==> src/rtl/vga_pixel_fetch.sv <==
`timescale 1ns/1ps
`default_nettype none
// +--------------------------------------------------------------------------+
// | Module   : vga_pixel_fetch                                                |
// | Purpose  : Streams an RGB332 framebuffer out as a pixel stream. 32-bit    |
// |            words are read from memory into a 4-deep word FIFO and sent    |
// |            out one byte at a time, low byte first, under a                |
// |            valid/ready handshake. Line and frame end markers are produced |
// |            with each pixel.                                               |
// | Ports    : CLOCK_50     - sole clock, rising edge                         |
// |            resetn       - synchronous reset, active low                   |
// |            frame_start  - one-cycle pulse, restarts the fetch at FB_BASE  |
// |            mem_addr     - byte address to the framebuffer read port       |
// |            mem_rdata    - read data, valid one cycle after mem_addr       |
// |            pix_ready    - consumer takes the pixel this cycle             |
// |            pix_valid    - pix_data/pix_eol/pix_eof hold a pixel           |
// |            pix_data     - RGB332 pixel                                    |
// |            pix_eol      - pixel is the last of its line                   |
// |            pix_eof      - pixel is the last of the frame                  |
// |            underflow    - sticky: consumer was starved mid-frame          |
// | Revision : 1.0 - initial release                                          |
// +--------------------------------------------------------------------------+
module vga_pixel_fetch #(
   parameter int          H_RES   = 160,
   parameter int          V_RES   = 120,
   parameter logic [31:0] FB_BASE = 32'h0000_1000
) (
   input  logic        CLOCK_50,
   input  logic        resetn,
   input  logic        frame_start,
   output logic [31:0] mem_addr,
   input  logic [31:0] mem_rdata,
   input  logic        pix_ready,
   output logic        pix_valid,
   output logic [7:0]  pix_data,
   output logic        pix_eol,
   output logic        pix_eof,
   output logic        underflow
);

   localparam int c_WORDS = (H_RES * V_RES) / 4;
   localparam int c_XW    = (H_RES > 1) ? $clog2(H_RES) : 1;
   localparam int c_YW    = (V_RES > 1) ? $clog2(V_RES) : 1;
   localparam int c_WW    = $clog2(c_WORDS + 1);

   localparam logic [c_XW-1:0] c_X_LAST = c_XW'(H_RES - 1);
   localparam logic [c_YW-1:0] c_Y_LAST = c_YW'(V_RES - 1);
   localparam logic [c_WW-1:0] c_W_LAST = c_WW'(c_WORDS - 1);
   localparam logic [c_XW-1:0] c_X_ONE  = c_XW'(1);
   localparam logic [c_YW-1:0] c_Y_ONE  = c_YW'(1);
   localparam logic [c_WW-1:0] c_W_ONE  = c_WW'(1);

   typedef enum logic [1:0] {
      S_IDLE  = 2'd0,
      S_FETCH = 2'd1,
      S_DRAIN = 2'd2
   } state_t;

   state_t          r_state;
   state_t          w_state_next;

   logic [31:0]     r_addr;
   logic [c_WW-1:0] r_word_cnt;     // words issued so far this frame
   logic            r_inflight;     // a read was issued last cycle
   logic [31:0]     r_fifo [4];
   logic [1:0]      r_wr_ptr;
   logic [1:0]      r_rd_ptr;
   logic [2:0]      r_count;
   logic [1:0]      r_byte_sel;     // byte of the head word being presented
   logic [c_XW-1:0] r_x;
   logic [c_YW-1:0] r_y;
   logic [1:0]      r_age;          // cycles since frame_start, saturating
   logic            r_underflow;

   logic            w_active;
   logic            w_issue;
   logic            w_pix_valid;
   logic            w_xfer;
   logic            w_pop;
   logic            w_eol;
   logic            w_eof;
   logic            w_fifo_wr;
   logic [2:0]      w_outstanding;
   logic [31:0]     w_head;
   logic [7:0]      w_byte;

   assign w_active      = (r_state == S_FETCH) || (r_state == S_DRAIN);
   assign w_pix_valid   = w_active && (r_count != 3'd0);
   assign w_xfer        = w_pix_valid && pix_ready;
   assign w_pop         = w_xfer && (r_byte_sel == 2'd3);
   assign w_eol         = w_pix_valid && (r_x == c_X_LAST);
   assign w_eof         = w_eol && (r_y == c_Y_LAST);
   assign w_outstanding = r_count + {2'b00, r_inflight};
   assign w_head        = r_fifo[r_rd_ptr];
   // The word returning for last cycle's read is dropped by reset or restart.
   assign w_fifo_wr     = r_inflight && resetn && !frame_start;

   always_comb begin
      w_byte = w_head[7:0];
      case (r_byte_sel)
         2'd0:    w_byte = w_head[7:0];
         2'd1:    w_byte = w_head[15:8];
         2'd2:    w_byte = w_head[23:16];
         default: w_byte = w_head[31:24];
      endcase
   end

   // Next state and read issue. Counting the in-flight read as occupied
   // space is what keeps the 4-word FIFO from overflowing.
   always_comb begin
      w_state_next = r_state;
      w_issue      = 1'b0;
      case (r_state)
         S_IDLE: begin
            w_state_next = S_IDLE;
         end
         S_FETCH: begin
            w_issue = (w_outstanding < 3'd4) && !frame_start;
            if (w_issue && (r_word_cnt == c_W_LAST)) begin
               w_state_next = S_DRAIN;
            end
         end
         S_DRAIN: begin
            if (pix_ready && w_eof) begin
               w_state_next = S_IDLE;
            end
         end
         default: begin
            w_state_next = S_IDLE;
         end
      endcase
      if (frame_start) begin
         w_state_next = S_FETCH;
      end
   end

   always_ff @(posedge CLOCK_50) begin
      if (!resetn) begin
         r_state <= S_IDLE;
      end else begin
         r_state <= w_state_next;
      end
   end

   // Word storage carries no reset; occupancy is tracked by r_count.
   always_ff @(posedge CLOCK_50) begin
      if (w_fifo_wr) begin
         r_fifo[r_wr_ptr] <= mem_rdata;
      end
   end

   always_ff @(posedge CLOCK_50) begin
      if (!resetn || frame_start) begin
         r_addr      <= FB_BASE;
         r_word_cnt  <= '0;
         r_inflight  <= 1'b0;
         r_wr_ptr    <= 2'd0;
         r_rd_ptr    <= 2'd0;
         r_count     <= 3'd0;
         r_byte_sel  <= 2'd0;
         r_x         <= '0;
         r_y         <= '0;
         r_age       <= 2'd0;
         r_underflow <= 1'b0;
      end else begin
         r_inflight <= w_issue;
         if (w_issue) begin
            r_addr     <= r_addr + 32'd4;
            r_word_cnt <= r_word_cnt + c_W_ONE;
         end

         if (w_fifo_wr) begin
            r_wr_ptr <= r_wr_ptr + 2'd1;
         end
         if (w_pop) begin
            r_rd_ptr <= r_rd_ptr + 2'd1;
         end
         case ({w_fifo_wr, w_pop})
            2'b10:   r_count <= r_count + 3'd1;
            2'b01:   r_count <= r_count - 3'd1;
            default: r_count <= r_count;
         endcase

         if (w_xfer) begin
            r_byte_sel <= r_byte_sel + 2'd1;
            if (w_eol) begin
               r_x <= '0;
               r_y <= w_eof ? '0 : (r_y + c_Y_ONE);
            end else begin
               r_x <= r_x + c_X_ONE;
            end
         end

         if (r_age != 2'd2) begin
            r_age <= r_age + 2'd1;
         end
         // Starvation only counts once the first word has had time to land;
         // before that an empty FIFO is the normal fetch latency.
         if (pix_ready && !w_pix_valid && w_active && (r_age == 2'd2)) begin
            r_underflow <= 1'b1;
         end
      end
   end

   assign mem_addr  = r_addr;
   assign pix_valid = w_pix_valid;
   assign pix_data  = w_pix_valid ? w_byte : 8'h00;
   assign pix_eol   = w_eol;
   assign pix_eof   = w_eof;
   assign underflow = r_underflow;

endmodule
`default_nettype wire

==> config.mk <==
export PLATFORM = sky130hd
export DESIGN_NAME = vga_pixel_fetch
export DESIGN_NICKNAME = d
export VERILOG_FILES = /design/src/rtl/vga_pixel_fetch.sv
export SDC_FILE = /design/constraint.sdc
export NUM_CORES = 1
export LEC_CHECK = 0
export BUFFER_PORTS_ARGS = -buffer_cell sky130_fd_sc_hd__buf_4
export CAP_MARGIN = 20
export CORE_ASPECT_RATIO = 0.5
export CORE_MARGIN = 1
export CORE_UTILIZATION = 59
export CTS_CLUSTER_SIZE = 14
export DETAILED_ROUTE_END_ITERATION = 12
export PLACE_DENSITY_LB_ADDON = 0.25
export SLEW_MARGIN = 20
export SYNTH_ARGS = -nofsm -noshare
export SYNTH_HDL_FRONTEND = slang
export SYNTH_SLANG_ARGS = --single-unit
==> constraint.sdc <==
create_clock -name CLOCK_50 -period 2.8 [get_ports CLOCK_50]
set_input_delay 0.28 -clock CLOCK_50 [delete_from_list [all_inputs] [get_ports CLOCK_50]]
set_output_delay 0.28 -clock CLOCK_50 [all_outputs]
set_load 0.01 [all_outputs]
### Word level (Yosys, flattened, before mapping)

Memories as Yosys holds them, arrays and structs flattened. A register that Yosys moved wholly into a read port is not among the register bits.
Cells that the tools add are included.
Widths: inputs -> output; s select.

* output and inout bits: 44
* bits in writable memories: 128
* input bits: 36
* memories kept: 1
* logic and storage cells: 82
* bits in registers: 75

Memory list
* r_fifo: depth 4, width 32, read ports 1, clocked after memory_dff 1, write ports 1, line 65 `logic [31:0] r_fifo [4];`

* reductions and logical operators: 25
* eq/ne operators: 16
* $lt $le $gt $ge: 1
* bitwise operators: 1
* mux-type cells: 14
* $add $sub $neg: 11

Operators with widths (count)
* $add 32x3->32 const B: 1
* $pmux 8 s3: 1
* $mux 8: 2
* $add 13x1->13 const B: 1
* $eq 13x13->1 const B: 1
* $logic_and 1x1->1: 13
* $eq 2x2->1 const B: 5
* $add 2x1->2 const B: 4
* $add 8x1->8 const B: 1
* $eq 8x8->1 const B: 1
* $mux 2: 4
* $add 7x1->7 const B: 1
* $eq 7x7->1 const B: 1
* $mux 7: 1
* $eq 2x1->1 const B: 3
* $ne 3x2->1 const B: 2
* $pmux 3 s2: 1
* $reduce_and 2->1: 3
* $mux 1: 4
* $ne 2x1->1 const B: 2
* $pmux 2 s2: 1
* $add 3x1->3: 1
* $add 3x1->3 const B: 1
* $logic_not 1->1: 3
* 9 further kinds: 10

### Longest topological paths before layout

* depth in word-level cells: 9
* gate-level depth with buffers: 11
* depth with buffers taken out: 11

### Worst setup path before layout

No wires, ideal clock.

* kind: reg-to-reg
* start point: register r_state[0]
* end point: register r_count[2]
* cell stages (with the launch flop): 12
* arrival: 2.305 ns
* data required time: 2.730 ns
* path slack: 0.425 ns
* cell sequence: dfxtp_1 inv_1 ha_1 nand2b_1 nor2_1 and2_1 ha_1 inv_1 fa_1 xor2_1 or3_1 a21oi_1

* word-level cells in the longest chain between the ends: 7
* elaborated cells on any way between the ends: 10

Ends and longest elaborated chain
* start: declaration: line 59 `state_t r_state;`
* start signal: assignment: line 141 `r_state <= w_state_next;`
* $eq 2x1->1 / $eq 2x2->1 (equally long branches): line 87 `assign w_active = (r_state == S_FETCH) || (r_state == S_DRAIN);`
* $logic_or 1x1->1 *: line 87
* $logic_and 1x1->1 *: line 88 `assign w_pix_valid = w_active && (r_count != 3'd0);`
* $logic_and 1x1->1 *: line 89 `assign w_xfer = w_pix_valid && pix_ready;`
* $logic_and 1x1->1 *: line 90 `assign w_pop = w_xfer && (r_byte_sel == 2'd3);`
* net w_pop: line 79 `logic w_pop;`
* $eq 2x1->1 / $eq 2x2->1 (equally long branches): line 178 `case ({w_fifo_wr, w_pop})`
* $pmux 3 s2 / $reduce_bool 2->1 (equally long branches)
* end signal: assignment: line 179 `2'b10: r_count <= r_count + 3'd1;`
* end signal: assignment: line 180 `2'b01: r_count <= r_count - 3'd1;`
* end signal: assignment: line 181 `default: r_count <= r_count;`
* end: declaration: line 68 `logic [2:0] r_count;`

Mark *: on every way through the listed nets, which the timed path passes. The rest lies on a longest branch.
A chain may end at the register's enable or synchronous reset.

==> results.md <==
* Status: finished, final reports clean
* Synthesis-to-layout area growth at 20.03%
* Mean Syn Cell Area at ~13 um^2
* Share of cells above drive strength 1 at between 20% and 30%
* Power Density at roughly 570 nW/um^2
* Placed Cells at between 800 and 900
* RSZ-0062 raised after global routing: no
* Post-Syn Area at 8434 um^2
* DP HPWL at between 10 and 15 mm
* Crit Path Class: register to output port
* Post-synthesis cell count at around 630
* Initial DRC count at around 430
* Rows at 30
* Nets at around 800
* Input/output buffers at 77
* Non-filler cells, final at 951
* Total iterations of the first detailed-routing run at 5
* Setup ws final at 82.74 ps
* ANT nets after route at 0
* Reg power frac at between 50% and 60%
* Core footprint at approximately 14000 um^2
* CTS buffer count at 19
* Final worst path period share at about 97%
* CTS max path bufs at 3
* GR Overflow Total at 0
* Peak VDD IR at between 0.0003 and 0.0004 V
* Total power at ~5.7 mW
* CTS root buf: clkbuf_16
* GP Congestion at approximately 0.8
* Max Freq at 368.0 MHz
* Clk_lat worst skew at roughly 500 ps
* Startpoint Class: register
* Fraction of registers with async set/reset at 0%
* Switching power at ~1.1 mW
* Die width at about 170 um
* TNS Setup at 0 ps
* Drt wl/cell at 17.82 um
* Post-synth EDFFs at 128
* GRT Resource Usage Total at roughly 24%
* Hold crit path type: input port to register
* Worst slew margin at 38.96%
* CTS tree: yes
* Pin count of the biggest net entering global routing at 47
* Yosys reg bits at 203
* DR vias at about 5400
* Slew @ Worst Pin at ~920 ps
* Placement Setup Slack at 255.6 ps
* Cell leakage power at approximately 3.5 nW
* Commonest non-fill, non-tap cell in the layout: edfxtp_1
* Final Skew at between 10 and 15 ps
* Sequential area share after synthesis at a little under two thirds
* Clock share of power at around two fifths
* First-pass GRT wire length at 27.50 mm
* Final min period at 2717 ps
* Synthesis Warnings at 0
* Commonest cells after routing, fill and taps aside: 128 x edfxtp_1, 86 x buf_4, 74 x dfxtp_1
* Synth unique cells at 45
* Final setup viols at 0
* Vias in the first global route at 5448
* Die height at just under 90 um
* Post-DP Area at 9228 um^2
* Vias per cell at between 5 and 6
* I/O Pins at 80
* Data required time of the worst path at 2520 ps
* Critical Path Sink Type: output port
* DRC at 0
* H-tree depth at 1
* Dominant synthesized flop cell: edfxtp_1
* Power Internal at between 4 and 5 mW
* Crit path max fanout at 32
* DIE AREA at approximately 15000 um^2
* Sw Share at around a fifth
* Final wirelength at 16.95 mm
* Sink Count at approximately 200
* Antenna violations before repair at 1
* Combinational power share at under 10%
* Hold Vio Cnt, Final at 0
* Slew Limit Fails at 0
* # Max-Cap Violations at 0
* Worst path arrival time at roughly 2400 ps
* Reg clk slew, reported paths at roughly 70 ps
* Finished Cell Area at ~10000 um^2
* Starting Density at around three fifths
-- cells by family after synthesis --
logic type	count (synthesis)	synth area share, %
simple gates	211	12.77
flops	203	63.37
compound gates	73	4.866
buf+inv	47	2.373
xor+xnor	45	4.673
mux	36	9.138
fa+ha+maj	18	2.759
other cells	1	0.04446
-- area by class of cell --
cell class | count | area (um^2)
diodes | 1 | 2.502
clock buffers | 29 | 544.3
clock inverters | 5 | 28.78
fillers | 896 | 3615
inverters | 16 | 60.06
multi-input cells | 385 | 2895
flip-flops and latches | 203 | 5346
well taps | 192 | 240.2
repair buffers | 120 | 1006
-- worst paths after layout --
check	start	to	slack, ps	cells after the start
max	register	pix_data[0]	80	7
min	resetn	r_state[0]	50	3
max reg2reg	r_state[0]	r_count[2]	240	11
min reg2reg	r_y[1]	r_y[1]	480	2
-- metal layers --
layer,GRT usage [%],up-vias,share of wire [%]
met5,0,-,0
met4,6.250,0,1.9
met3,4.429,29,5.6
met2,40.28,171,48
met1,32.96,2641,45
li1,-,2570,-
-- critical path: stages (launching register included) --
cell and delay [ps]:
dfxtp_2 340, buf_12 260, mux4_2 550, a22oi_1 210, a21oi_1 140, a21oi_1 200, nor2_1 80, buf_4 170
-- flip-flops by register name, indices dropped and copies added, names as in the netlist, named ones only --
name,count
mem_addr,30
r_count,3
r_x,8
r_rd_ptr,2
r_byte_sel,2
r_age,2
r_fifo,128
r_word_cnt,13
r_state,2
r_y,7
r_wr_ptr,2
underflow,1
r_inflight,1
-- synthesized netlist by cell type (13+ instances only) --
master	instances	area (um^2)
or3_1	13	81.33
mux4_2	32	720.7
nand4_1	19	118.9
edfxtp_1	128	3844
ha_1	17	212.7
inv_1	16	60.06
xnor2_1	17	148.9
clkbuf_1	15	56.30
o21ai_0	15	75.07
xor2_1	28	245.2
dfxtp_1	75	1501
nand2_1	42	157.7
nand3_1	21	105.1
a21oi_1	41	205.2
nor2_1	65	244.0
-- power groups by stage --
stage	clock [mW]	combinational [mW]	sequential, mW
6_report	2.41	0.155	3.18
5_1_grt	2.58	0.169	3.18
4_1_cts	2.46	0.155	3.18
3_5_place_dp	0	0.118	3.25
3_3_place_gp	0	0.114	3.25
2_1_floorplan	0	0.0473	3.25
-- what timing repair did --
action	4_1_cts	5_1_grt
endpoints found under the setup margin	0	0
endpoints found under the hold margin	125	0
hold buffers	32	0
gates resized for setup	0	0
setup buffers	0	0
-- stage by stage --
stage / util (%) / hold slack [ps]
floorplan: - / 378.9
global placement: 67.17 / 456.8
detailed placement: 67.17 / 476.8
CTS: 73.67 / 33.13
global route: 73.69 / 53.90
finish: 73.69 / 54.84
Note: power is estimated with default switching activity, not from simulation.
